--- src/rtl/cgu_fdupdate_seq_pkg.sv ---
`default_nettype none
// ============================================================================
// cgu_pkg : shared types and constants for the clktop / fd update sequencer
// Revision: 1.0
// ============================================================================
package cgu_pkg;

   localparam int CGU_OCNT = 6;
   localparam int CGU_FDW  = 8;

   typedef bit [0:CGU_OCNT-1][CGU_FDW-1:0] fdvec_t;

   typedef enum logic [2:0] {
      ST_IDLE    = 3'd0,
      ST_LATCH   = 3'd1,
      ST_SELPLS  = 3'd2,
      ST_SELWAIT = 3'd3,
      ST_SETTLE  = 3'd4,
      ST_FDPLS   = 3'd5,
      ST_DONE    = 3'd6
   } seq_state_e;

   localparam logic SEL_CLKSYS = 1'b0;
   localparam logic SEL_PLL0   = 1'b1;

   localparam logic [CGU_FDW-1:0] FD_RST_FIELD = CGU_FDW'('h7F);
   localparam logic [CGU_FDW-1:0] FD_RST_LAST  = CGU_FDW'('hF);
   localparam fdvec_t FDRST_DEFAULT = {{(CGU_OCNT-1){FD_RST_FIELD}}, FD_RST_LAST};

   // Settled switch enables, bit order [0:1]: pll0 selected -> 01, clksys -> 10.
   function automatic logic [0:1] topselen_expect(input logic sel);
      return (sel == SEL_PLL0) ? 2'b01 : 2'b10;
   endfunction

endpackage
`default_nettype wire

--- src/rtl/cgu_fdupdate_seq_sync2.sv ---
`default_nettype none
// ============================================================================
// cgu_sync2 : two-flop synchronizer, async active-high reset
// Revision: 1.0
// ============================================================================
module cgu_sync2 #(
   parameter int W = 2
) (
   input  logic         clk,
   input  logic         reset,
   input  logic [W-1:0] d_i,
   output logic [W-1:0] q_o
);

   logic [W-1:0] meta_q;
   logic [W-1:0] sync_q;

   always_ff @(posedge clk or posedge reset) begin
      if (reset) begin
         meta_q <= '0;
         sync_q <= '0;
      end else begin
         meta_q <= d_i;
         sync_q <= meta_q;
      end
   end

   assign q_o = sync_q;

endmodule
`default_nettype wire

--- src/rtl/cgu_fdupdate_seq.sv ---
`default_nettype none
// ============================================================================
// cgu_fdupdate_seq : orders a top-clock switch and a divider load for the core
// Revision: 1.0
// ============================================================================
module cgu_fdupdate_seq
   import cgu_pkg::*;
#(
   parameter int                  OCNT   = CGU_OCNT,
   parameter int                  FDW    = CGU_FDW,
   parameter int                  SETTLE = 16,
   parameter int                  TMO    = 1024,
   parameter logic [OCNT*FDW-1:0] FDRST  = FDRST_DEFAULT
) (
   input  logic                clk,
   input  logic                reset,
   input  logic                req,
   input  logic                req_topsel,
   input  logic [OCNT*FDW-1:0] req_fd,
   input  logic [0:1]          topselen,
   output logic [OCNT*FDW-1:0] fd_o,
   output logic                clktopsel,
   output logic                clktopselupdate,
   output logic                fdload,
   output logic                busy,
   output logic                done,
   output logic                err_busy,
   output logic                err_tmo
);

   localparam logic [15:0] TMO_LOAD    = 16'(TMO - 1);
   localparam logic [15:0] SETTLE_LOAD = 16'(SETTLE - 1);
   // FDPLS spans three cycles: new fd visible, fdload strobe, hold.
   localparam logic [15:0] FDPLS_LOAD  = 16'd2;

   seq_state_e          state_q, state_d;
   logic [15:0]         cnt_q, cnt_d;
   logic                sh_topsel_q;
   logic [OCNT*FDW-1:0] sh_fd_q;
   logic [OCNT*FDW-1:0] fd_q;
   logic                clktopsel_q;
   logic                upd_q, upd_d;
   logic                fdload_q, fdload_d;
   logic                busy_q, busy_d;
   logic                done_q, done_d;
   logic                err_busy_q, err_busy_d;
   logic                err_tmo_q, err_tmo_d;
   logic                match_prev_q;

   logic [0:1]          topselen_s;
   logic                accept;
   logic                cnt_zero;
   logic                match_now;
   logic                confirm;
   logic                load_sel;
   logic                load_fd;
   logic                tmo_hit;

   cgu_sync2 #(.W(2)) u_sync (
      .clk   (clk),
      .reset (reset),
      .d_i   (topselen),
      .q_o   (topselen_s)
   );

   assign accept    = req && (state_q == ST_IDLE);
   assign cnt_zero  = (cnt_q == 16'd0);
   assign match_now = (topselen_s == topselen_expect(clktopsel_q));
   assign confirm   = match_now && match_prev_q;

   always_comb begin
      state_d  = state_q;
      cnt_d    = cnt_zero ? cnt_q : cnt_q - 16'd1;
      load_sel = 1'b0;
      load_fd  = 1'b0;
      tmo_hit  = 1'b0;
      case (state_q)
         ST_IDLE: begin
            if (accept) state_d = ST_LATCH;
         end
         ST_LATCH: begin
            if (sh_topsel_q != clktopsel_q) begin
               state_d  = ST_SELPLS;
               load_sel = 1'b1;
            end else begin
               state_d = ST_FDPLS;
               cnt_d   = FDPLS_LOAD;
               load_fd = 1'b1;
            end
         end
         ST_SELPLS: begin
            state_d = ST_SELWAIT;
            cnt_d   = TMO_LOAD;
         end
         ST_SELWAIT: begin
            if (confirm) begin
               state_d = ST_SETTLE;
               cnt_d   = SETTLE_LOAD;
            end else if (cnt_zero) begin
               state_d = ST_DONE;
               tmo_hit = 1'b1;
            end
         end
         ST_SETTLE: begin
            if (cnt_zero) begin
               state_d = ST_FDPLS;
               cnt_d   = FDPLS_LOAD;
               load_fd = 1'b1;
            end
         end
         ST_FDPLS: begin
            if (cnt_zero) state_d = ST_DONE;
         end
         ST_DONE: begin
            state_d = ST_IDLE;
         end
         default: begin
            state_d = ST_IDLE;
         end
      endcase

      // All outputs are registered from next-state so the core sees clean strobes.
      upd_d      = load_sel;
      fdload_d   = (state_q == ST_FDPLS) && (cnt_q == FDPLS_LOAD);
      done_d     = (state_d == ST_DONE);
      busy_d     = (state_d != ST_IDLE) && (state_d != ST_DONE);
      err_busy_d = accept ? 1'b0 : (err_busy_q | (req & busy_q));
      err_tmo_d  = accept ? 1'b0 : (err_tmo_q | tmo_hit);
   end

   always_ff @(posedge clk or posedge reset) begin
      if (reset) begin
         state_q      <= ST_IDLE;
         cnt_q        <= 16'd0;
         sh_topsel_q  <= SEL_CLKSYS;
         sh_fd_q      <= FDRST;
         fd_q         <= FDRST;
         clktopsel_q  <= SEL_CLKSYS;
         upd_q        <= 1'b0;
         fdload_q     <= 1'b0;
         busy_q       <= 1'b0;
         done_q       <= 1'b0;
         err_busy_q   <= 1'b0;
         err_tmo_q    <= 1'b0;
         match_prev_q <= 1'b0;
      end else begin
         state_q    <= state_d;
         cnt_q      <= cnt_d;
         upd_q      <= upd_d;
         fdload_q   <= fdload_d;
         busy_q     <= busy_d;
         done_q     <= done_d;
         err_busy_q <= err_busy_d;
         err_tmo_q  <= err_tmo_d;
         if (accept) begin
            sh_topsel_q <= req_topsel;
            sh_fd_q     <= req_fd;
         end
         if (load_sel) clktopsel_q <= sh_topsel_q;
         if (load_fd)  fd_q        <= sh_fd_q;
         // Stale synchronizer contents must not count toward the new confirm.
         match_prev_q <= (state_q == ST_SELPLS) ? 1'b0 : match_now;
      end
   end

   assign fd_o            = fd_q;
   assign clktopsel       = clktopsel_q;
   assign clktopselupdate = upd_q;
   assign fdload          = fdload_q;
   assign busy            = busy_q;
   assign done            = done_q;
   assign err_busy        = err_busy_q;
   assign err_tmo         = err_tmo_q;

endmodule
`default_nettype wire
--- config.mk ---
export PLATFORM = sky130hd
export DESIGN_NAME = cgu_fdupdate_seq
export DESIGN_NICKNAME = d
export VERILOG_FILES = /design/src/rtl/cgu_fdupdate_seq_pkg.sv /design/src/rtl/cgu_fdupdate_seq_sync2.sv /design/src/rtl/cgu_fdupdate_seq.sv
export SDC_FILE = /design/constraint.sdc
export NUM_CORES = 1
export LEC_CHECK = 0
export ABC_AREA = 1
export CAP_MARGIN = 10
export CELL_PAD_IN_SITES_DETAIL_PLACEMENT = 1
export CELL_PAD_IN_SITES_GLOBAL_PLACEMENT = 1
export CORE_AREA = 4 4 123 125
export DETAILED_ROUTE_END_ITERATION = 8
export DIE_AREA = 0 0 127 129
export HOLD_SLACK_MARGIN = 0.02
export PLACE_DENSITY = 0.84
export SYNTH_ARGS = -nofsm -noshare
export SYNTH_HDL_FRONTEND = slang
export SYNTH_SLANG_ARGS = --single-unit
--- constraint.sdc ---
create_clock -name clk -period 10.1 [get_ports clk]
set_clock_uncertainty 0.15 [all_clocks]
set_input_delay 2.525 -clock clk [delete_from_list [all_inputs] [get_ports clk]]
set_output_delay 2.525 -clock clk [all_outputs]
set_load 0.01 [all_outputs]
After elaboration in Yosys (flattened, before gate mapping)
Cells that the tools add are included.
W data, S select, Z words.
Storage, ports and cells
  output and inout port bits: 55
  logic and storage cells: 58
  bits in registers: 128
Cells by class
  eq/ne operators: 10
  muxes and demuxes: 22
  bitwise logic cells: 3
  reductions and logical operators: 7
  $add $sub $neg: 1
Operator list (count)
  $mux W16: 4
  $pmux W16 S4: 1
  $pmux W3 S6: 1
  $eq A16 B2 Y1 const B: 1
  $logic_not A16 Y1: 1
  $sub A16 B1 Y16 const B: 1
  $mux W3: 5
  $eq A3 B3 Y1 const B: 3
  $mux W1: 9
  $eq A3 B2 Y1 const B: 2
  $logic_and A1 B1 Y1: 4
  $eq A3 B1 Y1 const B: 1
  $logic_not A3 Y1: 1
  $ne A3 B3 Y1 const B: 1
  $reduce_bool A3 Y1: 1
  $eq A2 B2 Y1: 1
  $mux W2: 1
  $or A1 B1 Y1: 2
  $pmux W1 S2: 1
  $and A1 B1 Y1: 1
  $ne A1 B1 Y1: 1

Logic depth before layout (Yosys ltp)
  depth in word-level cells: 7
  depth in mapped cells: 13

Modules after synthesis
From an unflattened synthesis, not the netlist that was laid out.
Unflattened totals
  cells, all modules: 623
  area total of the unflattened synthesis: 5362.6 sq um
By module, submodules not included
  cgu_fdupdate_seq: times used 1, cells each 618, area an instance 5258.8 sq um
  cgu_sync2: times used 1, cells each 5, area an instance 103.8 sq um

Least setup slack after synthesis
No wires, ideal clock.
  path type: input -> register
  start: input req
  end: register busy_q (netlist: busy)
  arrival time: 3.248 ns
  setup slack: 6.582 ns
  stages on the path: 5
  buffers on the path: 1
  path through: nand3_1 > clkbuf_1 > nand4_1 > nor2_1 > nand2_1
Between the ends
  cells in the longest elaborated chain, start to end: 5
RTL lines
  from (decl): line cgu_fdupdate_seq.sv:17  | input logic req,
  $logic_and A1 B1 Y1 *: line cgu_fdupdate_seq.sv:66  | assign accept = req && (state_q == ST_IDLE);
  $mux W3 *: line cgu_fdupdate_seq.sv:79  | if (accept) state_d = ST_LATCH;
  $pmux W3 S6 *: line cgu_fdupdate_seq.sv:77  | case (state_q)
  $ne A3 B3 Y1 or $reduce_bool A3 Y1 (tied branches): line cgu_fdupdate_seq.sv:126  | busy_d = (state_d != ST_IDLE) && (state_d != ST_DONE);
  $logic_and A1 B1 Y1 *: line cgu_fdupdate_seq.sv:126
  net busy_d: line cgu_fdupdate_seq.sv:44  | logic busy_q, busy_d;
  to (signal assigned): line cgu_fdupdate_seq.sv:151  | busy_q <= busy_d;
  to (decl): line cgu_fdupdate_seq.sv:44
Mark *: on every way through the listed nets, which the timed path passes. The rest lies on a longest branch.
A chain may end at the register's enable or synchronous reset.

Worst setup path after layout
  start: register fd_q[9] (netlist: fd_o[9])
  end: output fd_o[9]
RTL lines
  from (decl): line cgu_fdupdate_seq.sv:40  | logic [OCNT*FDW-1:0] fd_q;
  from (signal assigned): line cgu_fdupdate_seq.sv:160  | if (load_fd) fd_q <= sh_fd_q;
  to (decl): line cgu_fdupdate_seq.sv:21  | output logic [OCNT*FDW-1:0] fd_o,
No word-level cell between the ends.

==> flow_metrics.py <==
metrics = {
    "placement": {
        "place_hpwl_um": 9740,
        "dpl.cell_count": 890,
        "io_buffers": 108,
        "finalWeightedCongestion": 0.845,
        "placed_area_sq_mm": 0.00657,
    },
    "cells_and_area": {
        "fin_nets": 787,
        "fillCellCount": 1637,
        "layout-drive-gt1-share": 0.166,
        "multiInputGateArea_sq_mm": 0.00185,
        "seq_area_sq_mm": 0.00330,
        "fin_area_sq_mm": 0.00718,
        "n_antenna_cell": 0,
        "postLayoutCoreUtil": 0.517,
        "area_delta_synth_final_pct": 33.9,
        "fin_cells": 922,
    },
    "synth": {
        "netlist_area_sq_mm": 0.00536,
        "synthCells": 622,
        "synth_seq_cells": 128,
        "synth_fp_nets": 680,
        "synth.distinct_cells": 27,
        "yosysWarnings": 0,
        "synth_area_per_cell_sq_um": 8.62,
        "yosysSeqAreaShare": 0.615,
    },
    "sta": {
        "hold_violations": 0,
        "max_freq_ghz": 0.239,
        "period_needed_ps": 4190,
        "tightest_slew_ps": 1070,
        "setup_violations": 0,
        "fin_crit_sh": 0.415,
        "tns_ps": 0,
        "relSlewSlack": 0.283,
        "maxSlewViolCount": 0,
        "rsz0062_at_grt": "false",
    },
    "cts": {
        "clk_path_buf_depth": 2,
        "tritoncts": "built",
        "clock_latency_ps": 410,
        "cts_buffers": 17,
        "clk_pin_slew_ps": 60,
        "post_cts_buffers": 0,
        "root_buffer": "clkbuf_16",
        "ctsHoldBuffers": 0,
        "cts.sinks": 128,
        "post_cts_resized": 0,
        "htreeDepth": 4,
    },
    "pwr": {
        "p_int_mw": 1.57,
        "p_switching_uw": 854,
        "power.density_mw_per_mm2": 337,
        "p_leak_nw": 3.54,
        "total_power_mw": 2.42,
        "pwr-share-clk": 0.258,
        "power_frac_comb": 0.345,
        "seq_power_share": 0.396,
        "ir_worst_vdd_v": 0.000137,
        "p_sw_frac": 0.353,
    },
    "worst_setup_path": {
        "critical_path_class": "reg -> out",
        "critPathArrivalTime_ps": 1510,
        "crit_path_end_kind": "output pin",
        "startpoint": "fd_o[9]$_DFFE_PP1P_",
        "crit_slowest_cell": "clkdlybuf4s50_1",
        "crit_chain": "clkdlybuf4s50_1",
        "crit_path_max_fanout": 2,
        "crit_required_ps": 7430,
        "critPathBufInv": 1,
        "r2r_slack_ps": 6550,
        "crit_cells": 1,
        "crit_end": "fd_o[9]",
        "r2r_end": "cnt_q[1]$_DFF_PP0_",
        "startpoint_type": "flip-flop",
        "critPathTopFamily": "buffers and inverters",
        "reg2reg_from": "cnt_q[0]$_DFF_PP0_",
        "rr_worst_depth": 10,
        "slowest_delay_ps": 570,
    },
    "detailed_routing": {
        "ant_nets": 0,
        "wl_um": 14500,
        "vias": 4422,
        "wire_per_inst_um": 15.7,
        "drt_iter0_drc": 186,
        "drc": 0,
        "routed_via_density": 4.80,
        "firstDrtPassIters": 4,
    },
    "global_routing": {
        "antenna_found_initial": 0,
        "track_usage": 0.186,
        "grt_pass1_wl_um": 24200,
        "grt_start_max_net_pins": 66,
        "overflow": 0,
        "grt_pass1_vias": 4973,
    },
    "floorplanning": {
        "die_w_um": 127,
        "die_area_sq_mm": 0.0164,
        "num_rows": 43,
        "fp.dieH_um": 129,
        "core_sq_mm": 0.0139,
        "ioPinCount": 109,
        "start_util": 0.386,
    },
    "flow_run": {
        "drv_cap": 0,
    },
    "outcome": {
        "status": "finished clean",
    },
    "worst_hold_path": {
        "hold_path.class": "reg -> reg",
    },
}
-- cells in the final DEF, fill, tap and decap left out, types with 3 or more instances in the layout --
master,n
clkbuf_16,17
nand2_2,4
clkinv_2,5
nor3_1,5
ha_1,4
a21oi_1,4
nand4_1,3
nor2_2,3
inv_2,4
nor2_1,39
xor2_1,10
bufinv_16,3
clkdlybuf4s50_1,108
inv_1,21
nand3_1,9
clkbuf_8,3
nand2_1,352
dfrtp_1,50
dfstp_2,78
-- registers in the layout, summed over array words and instances, names as in the netlist, 2 cells and up --
register / flops
u_sync.q_o: 2
u_sync.meta_q: 2
fd_o: 48
state_q: 3
sh_fd_q: 48
cnt_q: 16
-- metrics by stage --
step	hold slack (ps)	worst slack, ps
floorplan	181	4140
global placement	194	5570
detailed placement	191	5510
CTS	211	5880
global route	222	5750
finish	206	5910
-- power groups by stage --
| stage | registers (mW) | clock network, mW | logic, mW |
|---|---|---|---|
| 3_5_place_dp | 0.963 | 0 | 0.839 |
| 5_1_grt | 0.987 | 0.665 | 0.952 |
| 2_1_floorplan | 0.966 | 0 | 0.484 |
| 3_3_place_gp | 0.951 | 0 | 0.792 |
| 6_report | 0.959 | 0.625 | 0.836 |
| 4_1_cts | 0.961 | 0.636 | 0.854 |
-- Yosys cell counts --
cell	n	share of area
nand3b_1	2	0.0028
o21ai_0	2	0.0019
a21oi_1	4	0.0037
buf_4	1	0.0014
clkbuf_1	10	0.0070
nor2_2	3	0.0035
a31oi_1	2	0.0023
xnor2_1	2	0.0033
o211ai_1	1	0.0014
o2111ai_1	1	0.0016
buf_2	8	0.0075
inv_1	22	0.015
nand2_1	352	0.25
buf_6	3	0.0063
nand2_2	4	0.0047
dfrtp_1	50	0.23
ha_1	4	0.0093
inv_2	3	0.0021
nand4_1	3	0.0035
nor4_1	1	0.0012
dfstp_2	78	0.38
nor2_1	39	0.027
and3_1	1	0.0012
xor2_1	10	0.016
clkinv_1	1	0.00070
nand3_1	10	0.0093
nor3_1	5	0.0047
-- routing by layer --
metal  global-route usage  share of wire  vias up
met3               0.0477          0.032       28
met1                0.216           0.41     2200
li1                     -              -     2103
met4               0.0681          0.022        0
met2                0.334           0.53       91
met5                    0              0        -
-- kinds of logic after synthesis --
kind of cell	count (synthesis)	synth area share
buffers and inverters	48	0.0404
DFF	128	0.615
AOI/OAI and AO/OA	10	0.0110
and+or+nand+nor	420	0.304
xor gates and xnor gates	12	0.0196
adders and majority gates	4	0.00933
-- area by class of cell --
| cell class | instances | share of cell area |
|---|---|---|
| Sequential cell | 128 | 0.460 |
| Multi-Input combinational cell | 446 | 0.258 |
| Timing Repair Buffer | 110 | 0.153 |
| Clock buffer | 22 | 0.0660 |
| Tap cell | 180 | 0.0314 |
| Clock inverter | 10 | 0.0185 |
| Inverter | 26 | 0.0139 |
-- worst min-delay path by stage --
stage	from	to	slack (ps)	cells after the start
after floorplan	u_sync.meta_q[0]$_DFF_PP0_	u_sync.q_o[0]$_DFF_PP0_	180	0
after global placement	u_sync.meta_q[1]$_DFF_PP0_	u_sync.q_o[1]$_DFF_PP0_	190	0
after detailed placement	u_sync.meta_q[0]$_DFF_PP0_	u_sync.q_o[0]$_DFF_PP0_	190	0
after CTS	u_sync.meta_q[1]$_DFF_PP0_	u_sync.q_o[1]$_DFF_PP0_	210	0
after global routing	u_sync.meta_q[1]$_DFF_PP0_	u_sync.q_o[1]$_DFF_PP0_	220	0
final	u_sync.meta_q[0]$_DFF_PP0_	u_sync.q_o[0]$_DFF_PP0_	210	0
No activity file was read; power rests on OpenSTA's default activity.
